===== config.mk =====
export PLATFORM = sky130hd
export DESIGN_NAME = seq_pattern_detector
export DESIGN_NICKNAME = d
export VERILOG_FILES = /design/src/rtl/seq_pattern_detector.sv
export SDC_FILE = /design/constraint.sdc
export NUM_CORES = 1
export LEC_CHECK = 0
export BUFFER_PORTS_ARGS = -buffer_cell sky130_fd_sc_hd__buf_2
export CAP_MARGIN = 0
export CORE_MARGIN = 2
export CORE_UTILIZATION = 25
export CTS_CLUSTER_SIZE = 12
export DETAILED_ROUTE_END_ITERATION = 8
export GPL_TIMING_DRIVEN = 0
export REMOVE_ABC_BUFFERS = 1
export SYNTH_ARGS = -nofsm -noshare
export SYNTH_HDL_FRONTEND = slang
export SYNTH_SLANG_ARGS = --single-unit
export TNS_END_PERCENT = 30

===== constraint.sdc =====
create_clock -name clk -period 2.54 [get_ports clk]
set_input_delay 0.254 -clock clk [delete_from_list [all_inputs] [get_ports clk]]
set_output_delay 0.254 -clock clk [all_outputs]
set_load 0.01 [all_outputs]

===== src/rtl/seq_pattern_detector.sv =====
// seq_pattern_detector: Moore serial pattern detector (KMP transitions) with saturating match counter.
module seq_pattern_detector #(
    parameter int                 PAT_LEN = 3,
    parameter logic [PAT_LEN-1:0] PATTERN = 3'b101,
    parameter bit                 OVERLAP = 1'b1,
    parameter int                 CNT_W   = 8
) (
    input  logic             clk,
    input  logic             Reset,
    input  logic             w,
    input  logic             en,
    input  logic             clear,
    output logic             z,
    output logic [CNT_W-1:0] match_cnt,
    output logic             cnt_sat
);
    localparam int SW = $clog2(PAT_LEN + 1);
    localparam logic [SW-1:0] MATCH = SW'(PAT_LEN);

    logic [SW-1:0]    state, nxt;
    logic [CNT_W-1:0] cnt_nxt;

    function automatic logic pat(input int i);
        return 1'(PATTERN >> (PAT_LEN - 1 - i));
    endfunction

    // Longest pattern prefix that is a suffix of (first k pattern bits, then b).
    function automatic logic [SW-1:0] step(input int k, input logic b);
        int   r;
        logic ok;
        logic s;
        r = 0;
        for (int j = 1; j <= PAT_LEN; j++) begin
            ok = (j <= k + 1);
            for (int t = 0; t < j; t++) begin
                s  = (k + 1 - j + t == k) ? b : pat(k + 1 - j + t);
                ok = ok && (s == pat(t));
            end
            if (ok) r = j;
        end
        return SW'(r);
    endfunction

    always_ff @(posedge clk) begin
        if (!Reset) begin
            state     <= '0;
            match_cnt <= '0;
            cnt_sat   <= 1'b0;
        end else begin
            state     <= nxt;
            match_cnt <= cnt_nxt;
            cnt_sat   <= &cnt_nxt;
        end
    end

    // Encodings above MATCH match no k and fall back to S0.
    always_comb begin
        nxt = state;
        if (en) begin
            nxt = '0;
            for (int k = 0; k <= PAT_LEN; k++)
                if (state == SW'(k)) nxt = step((k == PAT_LEN && !OVERLAP) ? 0 : k, w);
        end
    end

    always_comb begin
        z       = (state == MATCH);
        cnt_nxt = clear ? '0
                : (en && nxt == MATCH && !(&match_cnt)) ? match_cnt + CNT_W'(1)
                : match_cnt;
    end
endmodule


# --- Yosys cells after proc, flatten, opt, wreduce, memory -nomap -nowiden ---
# Index checks and enable logic that the tools add are counted.
classes:
  muxes: 10
  div: 0
  n_mul: 0
  n_addsub: 1
  n_reduce_logical: 6
  n_eq_ne: 4
  bitwise: 0
  shifts: 0
  n_lt_le_gt_ge: 0
ops:
  columns: ["op", "n"]
  rows:
  - ["$mux W8", 2]
  - ["$reduce_and A8 Y1", 2]
  - ["$mux W2", 6]
  - ["$add A8 B1 Y8 const B", 1]
  - ["$eq A2 B2 Y1 const B", 3]
  - ["$eq A2 B1 Y1 const B", 1]
  - ["$logic_and A1 B1 Y1", 2]
  - ["$logic_not A2 Y1", 1]
  - ["$mux W1", 2]
  - ["$logic_not A1 Y1", 1]
totals:
  out_inout_bits: 10
  elab_cells: 24
  input_bits: 5
  n_memories: 0
  latch_bits: 0
  ramBits: 0
  reg_bits: 11
  romBits: 0

# --- Logic depth before layout (Yosys ltp) ---
# Gate-level depths: netlist (run 1).
depth:
  word_depth: 12
  depth_mapped: 5
  depth_no_buf: 5

# --- Worst setup path after synthesis (run 1) ---
# OpenSTA, ideal clock, no wires.
synth_path:
  path_type: "reg-to-reg"
  startpoint: "register match_cnt[0]"
  endpoint: "register cnt_sat"
  path_buffers: 0
  arrival_time_ns: 1.644
  stages_incl_launch_ff: 6
  synth_period_minus_slack_ns: 1.731
  setup_slack_ns: 0.809
  setup_ns: 0.087
  t_required_ns: 2.453
  cell_sequence: "dfxtp_1 > ha_1 > and3_1 > a21oi_2 > or4_4 > nor4b_4"
synth_via:
  elab_chain_cells: 6
  word_cells_on_any_way: 7
  cone_classes: "1 x add/sub; 2 x mux; 4 x reduce/logical"
synth_rtl:
  columns: ["element", "line", "rtl"]
  rows:
  - ["start: declaration", "14", "output logic [CNT_W-1:0] match_cnt,"]
  - ["start signal: assignment", "51", "match_cnt <= cnt_nxt;"]
  - ["branches (longest 3 deep; another with $add A8 B1 Y8)", null, null]
  - ["$mux W8 *", "69", ": (en && nxt == MATCH && !(&match_cnt)) ? match_cnt + CNT_W'(1)"]
  - ["$mux W8 *", "68", "cnt_nxt = clear ? '0"]
  - ["$reduce_and A8 Y1 *", "52", "cnt_sat <= &cnt_nxt;"]
  - ["end signal: assignment", "52", null]
  - ["end: declaration", "15", "output logic cnt_sat"]
# Mark *: on every way between the ends.
# A chain may end at the register's enable or synchronous reset.

# --- Worst setup path in the final report (run 1) ---
# Same ends and word-level chain as after synthesis.

==> flow_metrics.py, run 1 <==
metrics = {
    "power_and_ir_drop": {
        "ir_worst_vdd_uv": 182.6,
        "power_frac_comb_pct": 4.2,
        "power.leakage_nw": 0.2972,
        "p_clk_share_pct": 38.9,
        "power.density_nw_per_um2": 408.5,
        "p_int_w": 0.0002402,
        "swShare_pct": 22.06,
        "power_switching_w": 0.00006800,
        "power_frac_seq_pct": 56.8,
    },
    "critical_path": {
        "cp_data_arrival_time_ps": 2010,
        "reg2reg_slack_ps": 720,
        "r2r_end": "cnt_sat",
        "cp_max_fo": 7,
        "cp-start-kind": "flop",
        "reg2reg_from": "match_cnt[0]",
        "crit_type": "reg -> reg",
        "reg2regPathDepth": 5,
        "required_ps": 2720,
        "cp-end-kind": "flop",
    },
    "sta": {
        "setup_viol": 0,
        "fmax_mhz": 548.6,
        "whs_ps": 220.6,
        "maxSlewHeadroom_pct": 71.32,
        "fin_ws_ps": 717.0,
        "finalCriticalPeriod_ps": 1823,
        "timing.setup.tns_ps": 0,
        "min_period_over_period_pct": 71.77,
        "finalHoldViolCount": 0,
        "worst_pin_slew_ps": 419.4,
        "final-max-slew-violation-count": 0,
        "clock_skew_ps": 2.385,
        "rsz0062_at_grt": "false",
    },
    "floorplanning": {
        "die_area_sq_um": 2962,
        "ios": 15,
        "core_area_sq_um": 2432,
        "die_h_um": 54.42,
        "floorplan.initialDensity_pct": 26.13,
        "rows": 18,
        "die_w_um": 54.42,
    },
    "outcome": {
        "status": "completed",
    },
    "global_routing": {
        "antenna_found_initial": 0,
        "grt_pass1_vias": 530,
        "grt_start_max_net_pins": 9,
        "grt_pass1_wl_um": 2270,
        "grtUsageTotal_pct": 11.14,
        "gr-total-overflow": 0,
    },
    "finish": {
        "post_route_cells_drive_above_1_share_pct": 29.41,
        "seqCellArea_sq_um": 220.2,
        "final_area_sq_um": 754.5,
        "antenna_cells": 0,
        "area_growth_syn_to_layout_pct": 18.70,
        "multiInputGateArea_sq_um": 389.1,
        "final_nets": 92,
        "num-fill-cells": 257,
    },
    "logic_synthesis": {
        "syn_inst": 68,
        "synth_ff_type": "dfxtp_1",
        "yosysTopAreaCell": "dfxtp_1",
        "avgSynthCellArea_sq_um": 9.347,
        "yosysWarningCount": 0,
        "netlist_area_sq_um": 635.6,
        "synth_edf_count": 0,
        "ys_seq_area_share_pct": 34.65,
        "synth_top_area_share_pct": 34.65,
        "yosys-top-cells-area": "dfxtp_1, mux2i_1, nor2_1",
        "ys_ff_latch": 11,
        "async_flop_share_pct": 0,
        "ys_types": 38,
    },
    "clocking": {
        "cts_tree": "built",
        "htree_levels": 1,
        "clk-insertion-delay-late_ps": 270,
        "postCtsHoldBufs": 0,
        "cts_setup_buffers": 0,
        "cts_buffer_depth": 2,
        "cts_buffers": 3,
        "clk_pin_slew_ps": 70,
        "cts.repair.resized": 0,
        "cts-root-buf": "clkbuf_4",
        "clkSinkCount": 11,
    },
    "route": {
        "wl_um": 1374,
        "vias": 587,
        "dr.first_iter.drc_count": 8,
        "drtAntennaViolNets": 0,
        "drt_pre_antenna_iters": 4,
        "drc_errors": 0,
        "wire_per_inst_um": 11.95,
        "vias_per_cell": 5.104,
    },
    "placed_design": {
        "place_ws_ps": 748.1,
        "gp_congestion": 0.7823,
        "io_buffers": 14,
        "dp.final_hpwl_um": 1048,
        "dpl_cell_area_sq_um": 728.2,
    },
    "worst_hold_path": {
        "hold_depth": 2,
        "min_from": "Reset",
        "holdPathEnd": "state[1]",
        "hold_path_class": "in -> reg",
    },
    "job": {
        "cap_violations": 0,
    },
}
-- cells in the mapped netlist (2+ instances only) --
| master | instances |
|---|---|
| dfxtp_1 | 11 |
| nor2_1 | 7 |
| nand2_1 | 4 |
| inv_1 | 3 |
| mux2i_1 | 3 |
| nor3_1 | 3 |
| a31oi_1 | 2 |
| and3_1 | 2 |
| and4_1 | 2 |
| nand3_1 | 2 |
| o2111ai_1 | 2 |
-- routing by layer --
| metal | global-route usage [%] | vias up | share of wire [%] | wire (um) |
|---|---|---|---|---|
| met3 | 2.459 | 4 | 5.9 | 81 |
| met1 | 14.31 | 266 | 50 | 685 |
| met4 | 8.333 | 0 | 2.1 | 29 |
| met5 | 0 | - | 0 | 0 |
| li1 | - | 301 | - | - |
| met2 | 16.06 | 16 | 42 | 577 |
-- worst max-delay path, cell delays in order, from the launching register on --
cell       delay, ps
dfxtp_1          370
ha_1             280
and3_1           230
a2111oi_0        460
a31oi_1          130
nor4b_4          270
-- logic make-up (layout without fill, tap and decap cells) --
group	count (synthesis)	count (layout)	synth area share, %
fa+ha+maj	1	1	1.968
xor+xnor	2	2	2.756
flops	11	11	34.65
mux	3	3	4.725
simple gates	33	33	34.45
buf+inv	4	21	4.133
compound gates	14	14	17.32
-- power by group through the flow --
stage	combinational, W	sequential (W)	clock [W]
after floorplan	0.00000637	0.000179	0
after global placement	0.0000128	0.000179	0
after detailed placement	0.0000133	0.000179	0
after CTS	0.0000134	0.000175	0.000127
after global routing	0.0000147	0.000175	0.000133
final	0.0000130	0.000175	0.000120
-- flip-flops by register name, indices dropped and copies added (netlist names) --
register	flops
cnt_sat	1
match_cnt	8
state	2
-- worst max-delay path by stage --
stage,depth (start not counted),startpoint,slack [ps],to
after CTS,5,match_cnt[0],710,cnt_sat
after floorplan,5,match_cnt[0],810,cnt_sat
after global placement,5,match_cnt[0],760,cnt_sat
after detailed placement,5,match_cnt[0],750,cnt_sat
final,5,match_cnt[0],720,cnt_sat
after global routing,5,match_cnt[0],620,cnt_sat
-- through the flow --
step	total power [W]	cells	util (%)
finish	0.0003082	115	31.02
global route	0.0003230	115	31.02
CTS	0.0003152	115	31.02
detailed placement	0.0001925	111	29.94
global placement	0.0001919	111	29.94
floorplan	0.0001852	67	-
-- final cells by class --
class | instances | share of cell area (%)
Clock buffer | 4 | 3.483
Sequential cell | 11 | 29.19
Tap cell | 30 | 4.975
Multi-Input combinational cell | 53 | 51.58
Inverter | 3 | 1.493
Timing Repair Buffer | 14 | 9.287
-- cell usage in the layout (no fill, tap or decap), drive strengths merged, types with 2 or more instances in the layout --
master	synthesis	layout
or4	2	2
nor3	3	3
a21oi	2	2
and4	2	2
dfxtp	11	11
nand3	2	2
nand2	4	4
inv	3	3
and3	2	2
a31oi	2	2
clkbuf	0	4
o21ai	2	2
buf	1	14
nor2	7	7
and2	2	2
nor4b	2	2
mux2i	3	3
o2111ai	2	2
No activity file was read; power rests on OpenSTA's default activity.
==> run 2, diff against run 1 <==
clock period = 1.72 ns   (was 2.54 ns; I/O delays follow)
==> run 2 against run 1 <==
Compared with the run above:
- clock-buffer cell count unchanged
- largest cell class unchanged
- via count increased by 2.2%
- critical path type unchanged
- sequential share of layout area down 0.52 points
==> flow_metrics.py, run 2 (same netlist as run 1, synthesis figures left out) <==
metrics = {
    "route": {
        "dr.first_iter.drc_count": 12,
        "wl_um": 1430,
        "drt_pre_antenna_iters": 4,
        "vias_per_cell": 5.217,
        "drtAntennaViolNets": 0,
        "drc_errors": 0,
        "vias": 600,
        "wire_per_inst_um": 12.43,
    },
    "global_routing": {
        "gr-total-overflow": 0,
        "grt_start_max_net_pins": 9,
        "grt_pass1_vias": 527,
        "grtUsageTotal_pct": 11.19,
        "grt_pass1_wl_um": 2283,
        "antenna_found_initial": 0,
    },
    "floorplanning": {
        "die_w_um": 54.42,
        "floorplan.initialDensity_pct": 26.13,
        "die_h_um": 54.42,
        "rows": 18,
        "die_area_sq_um": 2962,
        "ios": 15,
        "core_area_sq_um": 2432,
    },
    "finish": {
        "antenna_cells": 0,
        "final_cell_mix": "buf_2, dfxtp_1, nor2_1",
        "layout_commonest_cell": "buf_2",
        "largest_reg_flops": 8,
        "final_nets": 92,
        "area_growth_syn_to_layout_pct": 23.62,
        "regMostFlops": "match_cnt",
        "num-fill-cells": 257,
        "largestRegisters": "match_cnt: 8 flops, state: 2 flops, cnt_sat: 1 flops",
        "final_area_sq_um": 785.8,
        "final_util_pct": 32.30,
        "post_route_cells_drive_above_1_share_pct": 34.12,
    },
    "critical_path": {
        "cp-start-kind": "flop",
        "required_ps": 1900,
        "cpLargestDelayFamily": "simple AND/OR/NAND/NOR gates",
        "r2r_end": "cnt_sat",
        "reg2reg_from": "match_cnt[0]",
        "cp_data_arrival_time_ps": 1830,
        "slowest_stage": "or4_4",
        "crit_buf_inv": 0,
        "crit_type": "reg -> reg",
        "reg2reg_slack_ps": 80,
        "max_stage_delay_ps": 500,
        "reg2regPathDepth": 5,
        "cp-end-kind": "flop",
        "cp_max_fo": 7,
        "path_cells": "ha_4 -> and3_1 -> a21oi_2 -> or4_4 -> nor4b_4",
    },
    "sta": {
        "worst_pin_slew_ps": 365.6,
        "final-max-slew-violation-count": 0,
        "clock_skew_ps": 1.092,
        "whs_ps": 139.4,
        "finalCriticalPeriod_ps": 1643,
        "finalHoldViolCount": 0,
        "setup_viol": 0,
        "maxSlewHeadroom_pct": 75.60,
        "fmax_mhz": 608.7,
        "min_period_over_period_pct": 95.52,
        "fin_ws_ps": 77.04,
    },
    "placed_design": {
        "dp.final_hpwl_um": 1048,
        "gp_congestion": 0.7823,
        "place_ws_ps": -71.92,
        "io_buffers": 14,
        "dpl_cell_area_sq_um": 728.2,
    },
    "clocking": {
        "clk_pin_slew_ps": 70,
        "cts_buffer_depth": 2,
        "cts_buffers": 3,
        "postCtsHoldBufs": 0,
        "clk-insertion-delay-late_ps": 260,
        "cts_setup_buffers": 0,
        "htree_levels": 1,
        "cts-root-buf": "clkbuf_4",
        "clkSinkCount": 11,
        "cts_tree": "built",
        "cts.repair.resized": 4,
    },
    "worst_hold_path": {
        "min_from": "Reset",
        "hold_depth": 2,
        "hold_path_class": "in -> reg",
        "holdPathEnd": "state[1]",
    },
    "power_and_ir_drop": {
        "ir_worst_vdd_uv": 261.5,
        "power.leakage_nw": 0.2968,
        "power.density_nw_per_um2": 575.8,
    },
    "outcome": {
        "status": "completed",
    },
    "job": {
        "cap_violations": 0,
    },
}
-- run 2: cell counts in the layout (fill, tap and decap cells not counted) --
Identical to the previous run, type by type.
-- run 2: final cells by class --
cell class	count	area, sq um	share of cell area [%]
Multi-Input combinational cell	53	415.4	52.87
Sequential cell	11	225.2	28.66
Timing Repair Buffer	14	70.07	8.917
Tap cell	30	37.54	4.777
Clock buffer	4	26.28	3.344
Inverter	3	11.26	1.433
-- run 2: stage by stage --
step / TNS [ps] / cells / total power, W
after CTS: 0 / 115 / 0.0004655
after floorplan: -10.76 / 67 / 0.0002735
after detailed placement: -71.92 / 111 / 0.0002843
after global routing: -8.724 / 115 / 0.0004756
after global placement: -61.95 / 111 / 0.0002833
final: 0 / 115 / 0.0004525
-- run 2: how the worst max path moves through the flow --
stage / to / slack [ps] / from / cells after the start
finish: cnt_sat / 80 / match_cnt[0] / 5
global route: cnt_sat / -9 / match_cnt[4] / 4
CTS: cnt_sat / 10 / match_cnt[0] / 5
detailed placement: cnt_sat / -70 / match_cnt[0] / 5
global placement: cnt_sat / -60 / match_cnt[0] / 5
floorplan: cnt_sat / -10 / match_cnt[0] / 5
-- run 2: routing by layer --
| metal | wire length (um) | part of all wire (%) | GRT usage [%] |
|---|---|---|---|
| met5 | 0 | 0 | 0 |
| met2 | 619 | 43 | 16.06 |
| met1 | 696 | 49 | 14.47 |
| met3 | 84 | 5.9 | 2.459 |
| met4 | 29 | 2.0 | 8.333 |
-- run 2: where the power goes --
part | internal (W) | leakage (nW) | switching, W
Clock | 0.0000897 | 0.0150 | 0.0000860
Combinational | 0.00000875 | 0.192 | 0.0000107
Sequential | 0.000255 | 0.0901 | 0.00000231
Total | 0.000353 | 0.297 | 0.0000991
